===== config.mk =====
export PLATFORM = sky130hd
export DESIGN_NAME = uart_tx_control_module
export DESIGN_NICKNAME = d
export VERILOG_FILES = /design/src/rtl/uart_tx_control_module.sv
export SDC_FILE = /design/constraint.sdc
export NUM_CORES = 1
export LEC_CHECK = 0
export CORE_AREA = 2 2 54 68
export CTS_BUF_LIST = sky130_fd_sc_hd__clkbuf_4
export DETAILED_ROUTE_END_ITERATION = 10
export DIE_AREA = 0 0 56 70
export PLACE_DENSITY = 0.73
export SYNTH_ARGS = -nofsm -noshare
export SYNTH_HDL_FRONTEND = slang
export SYNTH_SLANG_ARGS = --single-unit

===== constraint.sdc =====
create_clock -name CLK -period 2.1 [get_ports CLK]
set_input_delay 0.21 -clock CLK [delete_from_list [all_inputs] [get_ports CLK]]
set_output_delay 0.21 -clock CLK [all_outputs]
set_load 0.1 [all_outputs]

===== src/rtl/uart_tx_control_module.sv =====
// UART transmit controller: start bit, 8 data bits LSB first, optional parity,
// 1 or 2 stop bits, each bit held for CLK_FREQ/BAUD clocks.
module uart_tx_control_module #(
  parameter int unsigned CLK_FREQ   = 50000000,
  parameter int unsigned BAUD       = 9600,
  parameter int unsigned PARITY_EN  = 0,
  parameter int unsigned PARITY_ODD = 0,
  parameter int unsigned STOP_BITS  = 1
) (
  input  logic       CLK,
  input  logic       RST,
  input  logic       Tx_En_Sig,
  input  logic [7:0] Tx_Data,
  output logic       Tx_Pin_Out,
  output logic       Tx_Busy_Sig,
  output logic       Tx_Done_Sig
);

  localparam int unsigned BPS_CNT = CLK_FREQ / BAUD;
  localparam int unsigned TMR_W   = (BPS_CNT > 2) ? $clog2(BPS_CNT) : 1;
  localparam int unsigned IDX_W   = 3;
  localparam logic        PAR_EN  = 1'(PARITY_EN);
  localparam logic        PAR_ODD = 1'(PARITY_ODD);

  typedef enum logic [2:0] {
    IDLE,
    START,
    DATA,
    PARITY,
    STOP
  } state_t;

  state_t             state_q, state_nxt;
  logic [TMR_W-1:0]   tmr_q, tmr_nxt;
  logic [IDX_W-1:0]   idx_q, idx_nxt;
  logic [7:0]         shift_q, shift_nxt;
  logic               par_q, par_nxt;
  logic               pin_nxt, busy_nxt, done_nxt;
  logic               wrap_c;

  // State and output registers
  always_ff @(posedge CLK) begin
    if (RST) begin
      state_q     <= IDLE;
      tmr_q       <= '0;
      idx_q       <= '0;
      shift_q     <= '0;
      par_q       <= 1'b0;
      Tx_Pin_Out  <= 1'b1;
      Tx_Busy_Sig <= 1'b0;
      Tx_Done_Sig <= 1'b0;
    end else begin
      state_q     <= state_nxt;
      tmr_q       <= tmr_nxt;
      idx_q       <= idx_nxt;
      shift_q     <= shift_nxt;
      par_q       <= par_nxt;
      Tx_Pin_Out  <= pin_nxt;
      Tx_Busy_Sig <= busy_nxt;
      Tx_Done_Sig <= done_nxt;
    end
  end

  // Next-state and next-output logic; line bits change only on timer wrap
  always_comb begin
    state_nxt = state_q;
    tmr_nxt   = tmr_q;
    idx_nxt   = idx_q;
    shift_nxt = shift_q;
    par_nxt   = par_q;
    pin_nxt   = Tx_Pin_Out;
    busy_nxt  = Tx_Busy_Sig;
    done_nxt  = 1'b0;
    wrap_c    = (tmr_q == TMR_W'(BPS_CNT - 1));

    if (state_q != IDLE) begin
      tmr_nxt = wrap_c ? '0 : tmr_q + TMR_W'(1);
    end

    case (state_q)
      IDLE: begin
        pin_nxt = 1'b1;
        if (Tx_En_Sig) begin
          shift_nxt = Tx_Data;
          par_nxt   = (^Tx_Data) ^ PAR_ODD;
          state_nxt = START;
          pin_nxt   = 1'b0;
          busy_nxt  = 1'b1;
          tmr_nxt   = '0;
          idx_nxt   = '0;
        end
      end
      START: begin
        if (wrap_c) begin
          pin_nxt   = shift_q[0];
          shift_nxt = {1'b0, shift_q[7:1]};
          idx_nxt   = '0;
          state_nxt = DATA;
        end
      end
      DATA: begin
        if (wrap_c) begin
          if (idx_q == IDX_W'(7)) begin
            idx_nxt = '0;
            if (PAR_EN) begin
              state_nxt = PARITY;
              pin_nxt   = par_q;
            end else begin
              state_nxt = STOP;
              pin_nxt   = 1'b1;
            end
          end else begin
            pin_nxt   = shift_q[0];
            shift_nxt = {1'b0, shift_q[7:1]};
            idx_nxt   = idx_q + IDX_W'(1);
          end
        end
      end
      PARITY: begin
        if (wrap_c) begin
          state_nxt = STOP;
          pin_nxt   = 1'b1;
          idx_nxt   = '0;
        end
      end
      STOP: begin
        // idx_q counts completed stop-bit periods
        if (wrap_c) begin
          if (idx_q == IDX_W'(STOP_BITS - 1)) begin
            state_nxt = IDLE;
            busy_nxt  = 1'b0;
            done_nxt  = 1'b1;
            idx_nxt   = '0;
          end else begin
            idx_nxt = idx_q + IDX_W'(1);
          end
        end
      end
      default: begin
        state_nxt = IDLE;
      end
    endcase
  end

endmodule


Word-level counts from Yosys, hierarchy flattened --
Cells that the tools add are included.
Storage, ports and cells: register bits 30, input bits 11, output and inout bits 3, logic and storage cells 75
Cells by class: bitwise operators 2, multiplexer cells 35, $add $sub $neg 2, reductions and logical operators 14, equality and inequality tests 15
Operators with widths (number):
- 13-bit 2-to-1 mux | 4
- 3-bit 2-to-1 mux | 13
- 8-bit 2-to-1 mux | 4
- 8-bit case mux with 3 select lines | 1
- 2-bit inequality test, second input constant | 8
- 3-bit case mux with 5 select lines | 1
- 13-bit by 1-bit adder with 13-bit output, second input constant | 1
- 13-bit == test, second input constant | 1
- 3-bit case mux with 4 select lines | 1
- 5-bit AND reduction | 2
- 1-bit 2-to-1 mux | 9
- 4-bit AND reduction | 2
- 4-bit nonzero test | 2
- 7-bit AND reduction | 1
- 3-bit by 2-bit == test with 1-bit output, second input constant | 2
- 3-bit == test, second input constant | 2
- 3-bit zero test | 2
- 3-bit nonzero test | 2
- 1-bit case mux with 4 select lines | 1
- 3-bit by 1-bit adder with 3-bit output, second input constant | 1
- 3-bit by 1-bit == test with 1-bit output, second input constant | 1
- 3-bit OR reduction | 1
- 2-bit by 1-bit inequality test with 1-bit output, second input constant | 1
- 1-bit inverter | 2
- other kinds (3) | 3

Logic depth before layout (Yosys ltp) --
Gate-level depths: netlist (run 1).
word-level depth 5, gate-level depth with buffers 7

Least setup slack after synthesis (run 1) --
OpenSTA, ideal clock, no wires.
kind register to register, from register idx_q[0], to register shift_q[0], setup slack 0.184 ns, arrival time 1.777 ns, period minus slack after synthesis 1.916 ns, cell stages (with the launch flop) 8, path through dfxtp_1 ha_1 ha_1 or2_2 a211o_1 clkbuf_1 o211ai_1 o41ai_1
On the way: word-level cells in the longest chain between the ends 3
Ends and longest elaborated chain:
- from (decl) | RTL line 35 | logic [IDX_W-1:0] idx_q, idx_nxt;
- from (signal assigned) | RTL line 55 | idx_q <= idx_nxt;
- 3-bit == test | RTL line 103 | if (idx_q == IDX_W'(7)) begin
- 2-bit inequality test (no line)
- 5-bit AND reduction (no line)
- to (signal assigned) | RTL line 56 | shift_q <= shift_nxt;
- to (decl) | RTL line 36 | logic [7:0] shift_q, shift_nxt;
No other way between the ends. A chain may end at the register's enable or synchronous reset.

Worst setup path after layout (run 1) --
from register idx_q[0], to register shift_q[3]
The elaborated chain is that of the path after synthesis.

==> flow_metrics.env, run 1 <==
export IMPL_fillers=310
export IMPL_clk_pin_slew_ns=0.09
export IMPL_syn_inst=196
export IMPL_synth_common_cells="dfxtp_1 (30), a31oi_1 (16), mux2i_1 (13)"
export IMPL_grt_pass1_wl_um=6680
export IMPL_syn_area_per_cell_um2=8.73
export IMPL_drive_gt1_share_pct=13.7
export IMPL_dieArea_mm2=0.00392
export IMPL_fin_crit_sh_pct=96.0
export IMPL_dp_cells=245
export IMPL_ys_flop_type="dfxtp_1"
export IMPL_synth_top_area_cell="dfxtp_1"
export IMPL_syn_area_mm2=0.00171
export IMPL_path_class="reg -> reg"
export IMPL_crit_buf_inv=1
export IMPL_fin_cells=251
export IMPL_synth_net_count=211
export IMPL_synth_edff_count=0
export IMPL_top_layer="met4"
export IMPL_routedWlPerCell_um=15.6
export IMPL_crit_fanout=13
export IMPL_route_vias_total=1621
export IMPL_grt_pass1_vias=1511
export IMPL_post_route_util_pct=58.0
export IMPL_async_reset_ff_share_pct=0
export IMPL_r2r_worst_path_cells=7
export IMPL_io_buffers=13
export IMPL_dieHeight_um=70
export IMPL_cp_cell_sequence="ha_1, ha_1, or2_2, a211o_1, buf_4, o211ai_1, o41ai_2"
export IMPL_cp_top_family="compound AO/OA/AOI/OAI gates"
export IMPL_hold_depth=2
export IMPL_area_growth_pct=14.1
export IMPL_arrival_ns=2.22
export IMPL_vias_per_cell=6.46
export IMPL_yosysWarnings=0
export IMPL_first_iter_violations=59
export IMPL_required_ns=2.30
export IMPL_yosys_cell_types_count=51
export IMPL_cts_sinks=30
export IMPL_wl_met3_um=178
export IMPL_hpwl_um=2840
export IMPL_tritoncts_num_buffers=5
export IMPL_cts_tree="yes"
export IMPL_final_min_clock_period_ns=2.02
export IMPL_critical_path_reg2reg_startpoint="idx_q[0]"
export IMPL_cts_setup_buffers=0
export IMPL_routed_wl_um=3920
export IMPL_fin_worst_skew_ns=0.00462
export IMPL_grt_max_degree=18
export IMPL_reg2reg_slack_ns=0.08
export IMPL_hp_class="reg -> reg"
export IMPL_cp_slowest_stage_delay_ns=0.35
export IMPL_slew_limit_headroom_pct=60.5
export IMPL_grt_ovfl_total=0
export IMPL_powerDensity_mw_per_mm2=571
export IMPL_insertion_delay_ns=0.32
export IMPL_drv_cap=0
export IMPL_core_area_mm2=0.00336
export IMPL_diodes=0
export IMPL_setup_violations=0
export IMPL_crit_start="idx_q[0]"
export IMPL_clockBufferDepth=2
export IMPL_wl_met2_um=2080
export IMPL_worstSetupStartpointType="flip-flop"
export IMPL_fmaxAchievable_ghz=0.496
export IMPL_cp_end_kind="flip-flop"
export IMPL_p_leak_nw=0.737
export IMPL_ys_seq_area_share_pct=35.1
export IMPL_hold_viol_final=0
export IMPL_synth_top_area_share_pct=35.1
export IMPL_yosys_top_cells_area="dfxtp_1 (35%), mux2i_1 (7.6%), a31oi_1 (5.9%)"
export IMPL_die_w_um=56
export IMPL_finish_instance_area_mm2=0.00195
export IMPL_cp_depth=7
export IMPL_hold_start="idx_q[2]"
export IMPL_rsz0062_at_grt="no"
export IMPL_tightest_slew_ns=0.588
export IMPL_root_buffer="clkbuf_4"
export IMPL_place_congestion=0.834
export IMPL_initial_core_util_pct=50.9
export IMPL_cp_common_cell="ha_1"
export IMPL_first_pass_iters=4
export IMPL_cts_htree_levels=2
export IMPL_num_rows=24
export IMPL_nets=228
export IMPL_place_area_mm2=0.00189
export IMPL_ir_worst_vdd_mv=0.472
export IMPL_slew_violations=0
export IMPL_pin_count=14
export IMPL_drcViolationCount=0
export IMPL_outcome="finished, final reports clean"
export IMPL_fin_setup_tns_ns=0
export IMPL_ys_ff_latch=30
export IMPL_synth_most_common_cell="dfxtp_1"
export IMPL_m1WireLength_um=1610
export IMPL_grtUsageTotal_pct=20.7
export IMPL_antenna_left=0
export IMPL_antenna_found_initial=0
export IMPL_crit_slowest_cell="a211o_1"
cells by family (layout without fill, tap and decap cells):
logic type / count (synthesis) / in the layout / share of synthesized area [%]
AO/OA/AOI/OAI: 60 / 60 / 24.9
XOR/XNOR: 1 / 1 / 0.512
adder cells (fa/ha/maj): 4 / 4 / 2.93
buffers and inverters: 20 / 36 / 5.56
flip-flops: 30 / 30 / 35.1
multiplexers: 13 / 13 / 7.61
AND/OR/NAND/NOR: 68 / 68 / 23.3
worst register-to-register path, delay by kind of cell (launching register included):
kind | cells | cell delay [ns]
flops | 1 | 0.34
simple gates | 1 | 0.31
buf+inv | 1 | 0.20
compound gates | 3 | 0.67
fa+ha+maj | 2 | 0.40
power by group:
group          switching (mW)  internal (mW)  total [mW]
Sequential             0.0202          0.591       0.611
Combinational           0.117         0.0856       0.202
Clock                   0.186          0.114       0.301
flip-flops by register name (all words and copies together) (netlist names):
name and cells:
Tx_Pin_Out 1, Tx_Busy_Sig 1, state_q 3, shift_q 8
idx_q 3, Tx_Done_Sig 1, tmr_q 13
path summary, 6_finish.rpt:
kind | endpoint
setup / recovery | shift_q[3]
hold / removal | idx_q[2]
setup reg to reg | shift_q[3]
hold reg to reg | idx_q[2]
metrics by stage:
step                setup slack, ns  total power, mW  hold WS, ns
floorplan                     0.184            0.755        0.402
global placement              0.201            0.812        0.467
detailed placement           0.0833            0.819        0.481
CTS                          0.0667             1.12        0.494
global route                0.00297             1.17        0.514
finish                       0.0841             1.11        0.489
layout by cell type, fill, tap and decap left out, drive strengths merged, types with 7 or more instances in the layout:
| cell | synthesis | layout |
|---|---|---|
| nand3 | 11 | 11 |
| o211ai | 7 | 7 |
| nand2 | 11 | 11 |
| inv | 7 | 7 |
| clkdlybuf4s50 | 0 | 10 |
| a31oi | 16 | 16 |
| nor2 | 11 | 11 |
| o41ai | 7 | 7 |
| o21ai | 9 | 9 |
| mux2i | 13 | 13 |
| buf | 5 | 13 |
| dfxtp | 30 | 30 |
routing by layer:
layer  GRT usage, %  up-vias
met3           4.63        6
li1               -      798
met1           25.2      777
met5              0        -
met4           5.56        0
met2           36.3       40
repair_timing:
action / CTS / global route
endpoints found under the setup margin: 0 / 3
gates resized for setup: 0 / 3
hold buffers: 0 / 0
cell type report:
cell class,count,area (um2),area share (%)
Clock buffer,5,37.5,1.92
Timing Repair Buffer,23,198,10.1
Tap cell,39,48.8,2.50
Inverter,7,26.3,1.35
Clock inverter,1,3.75,0.192
Multi-Input combinational cell,146,1040,53.1
Sequential cell,30,601,30.8
(Power assumes the default switching activity.)
==> run 2: changes to the inputs <==
--- a/config.mk
+++ b/config.mk
@@ -9,6 +9,7 @@
 export CTS_BUF_LIST = sky130_fd_sc_hd__clkbuf_4
 export DETAILED_ROUTE_END_ITERATION = 10
 export DIE_AREA = 0 0 56 70
+export HOLD_SLACK_MARGIN = 0.15
 export PLACE_DENSITY = 0.73
 export SYNTH_ARGS = -nofsm -noshare
 export SYNTH_HDL_FRONTEND = slang
==> results of run 2 <==
Same layout as run 1: the final DEF is identical, and so are final timing and power.
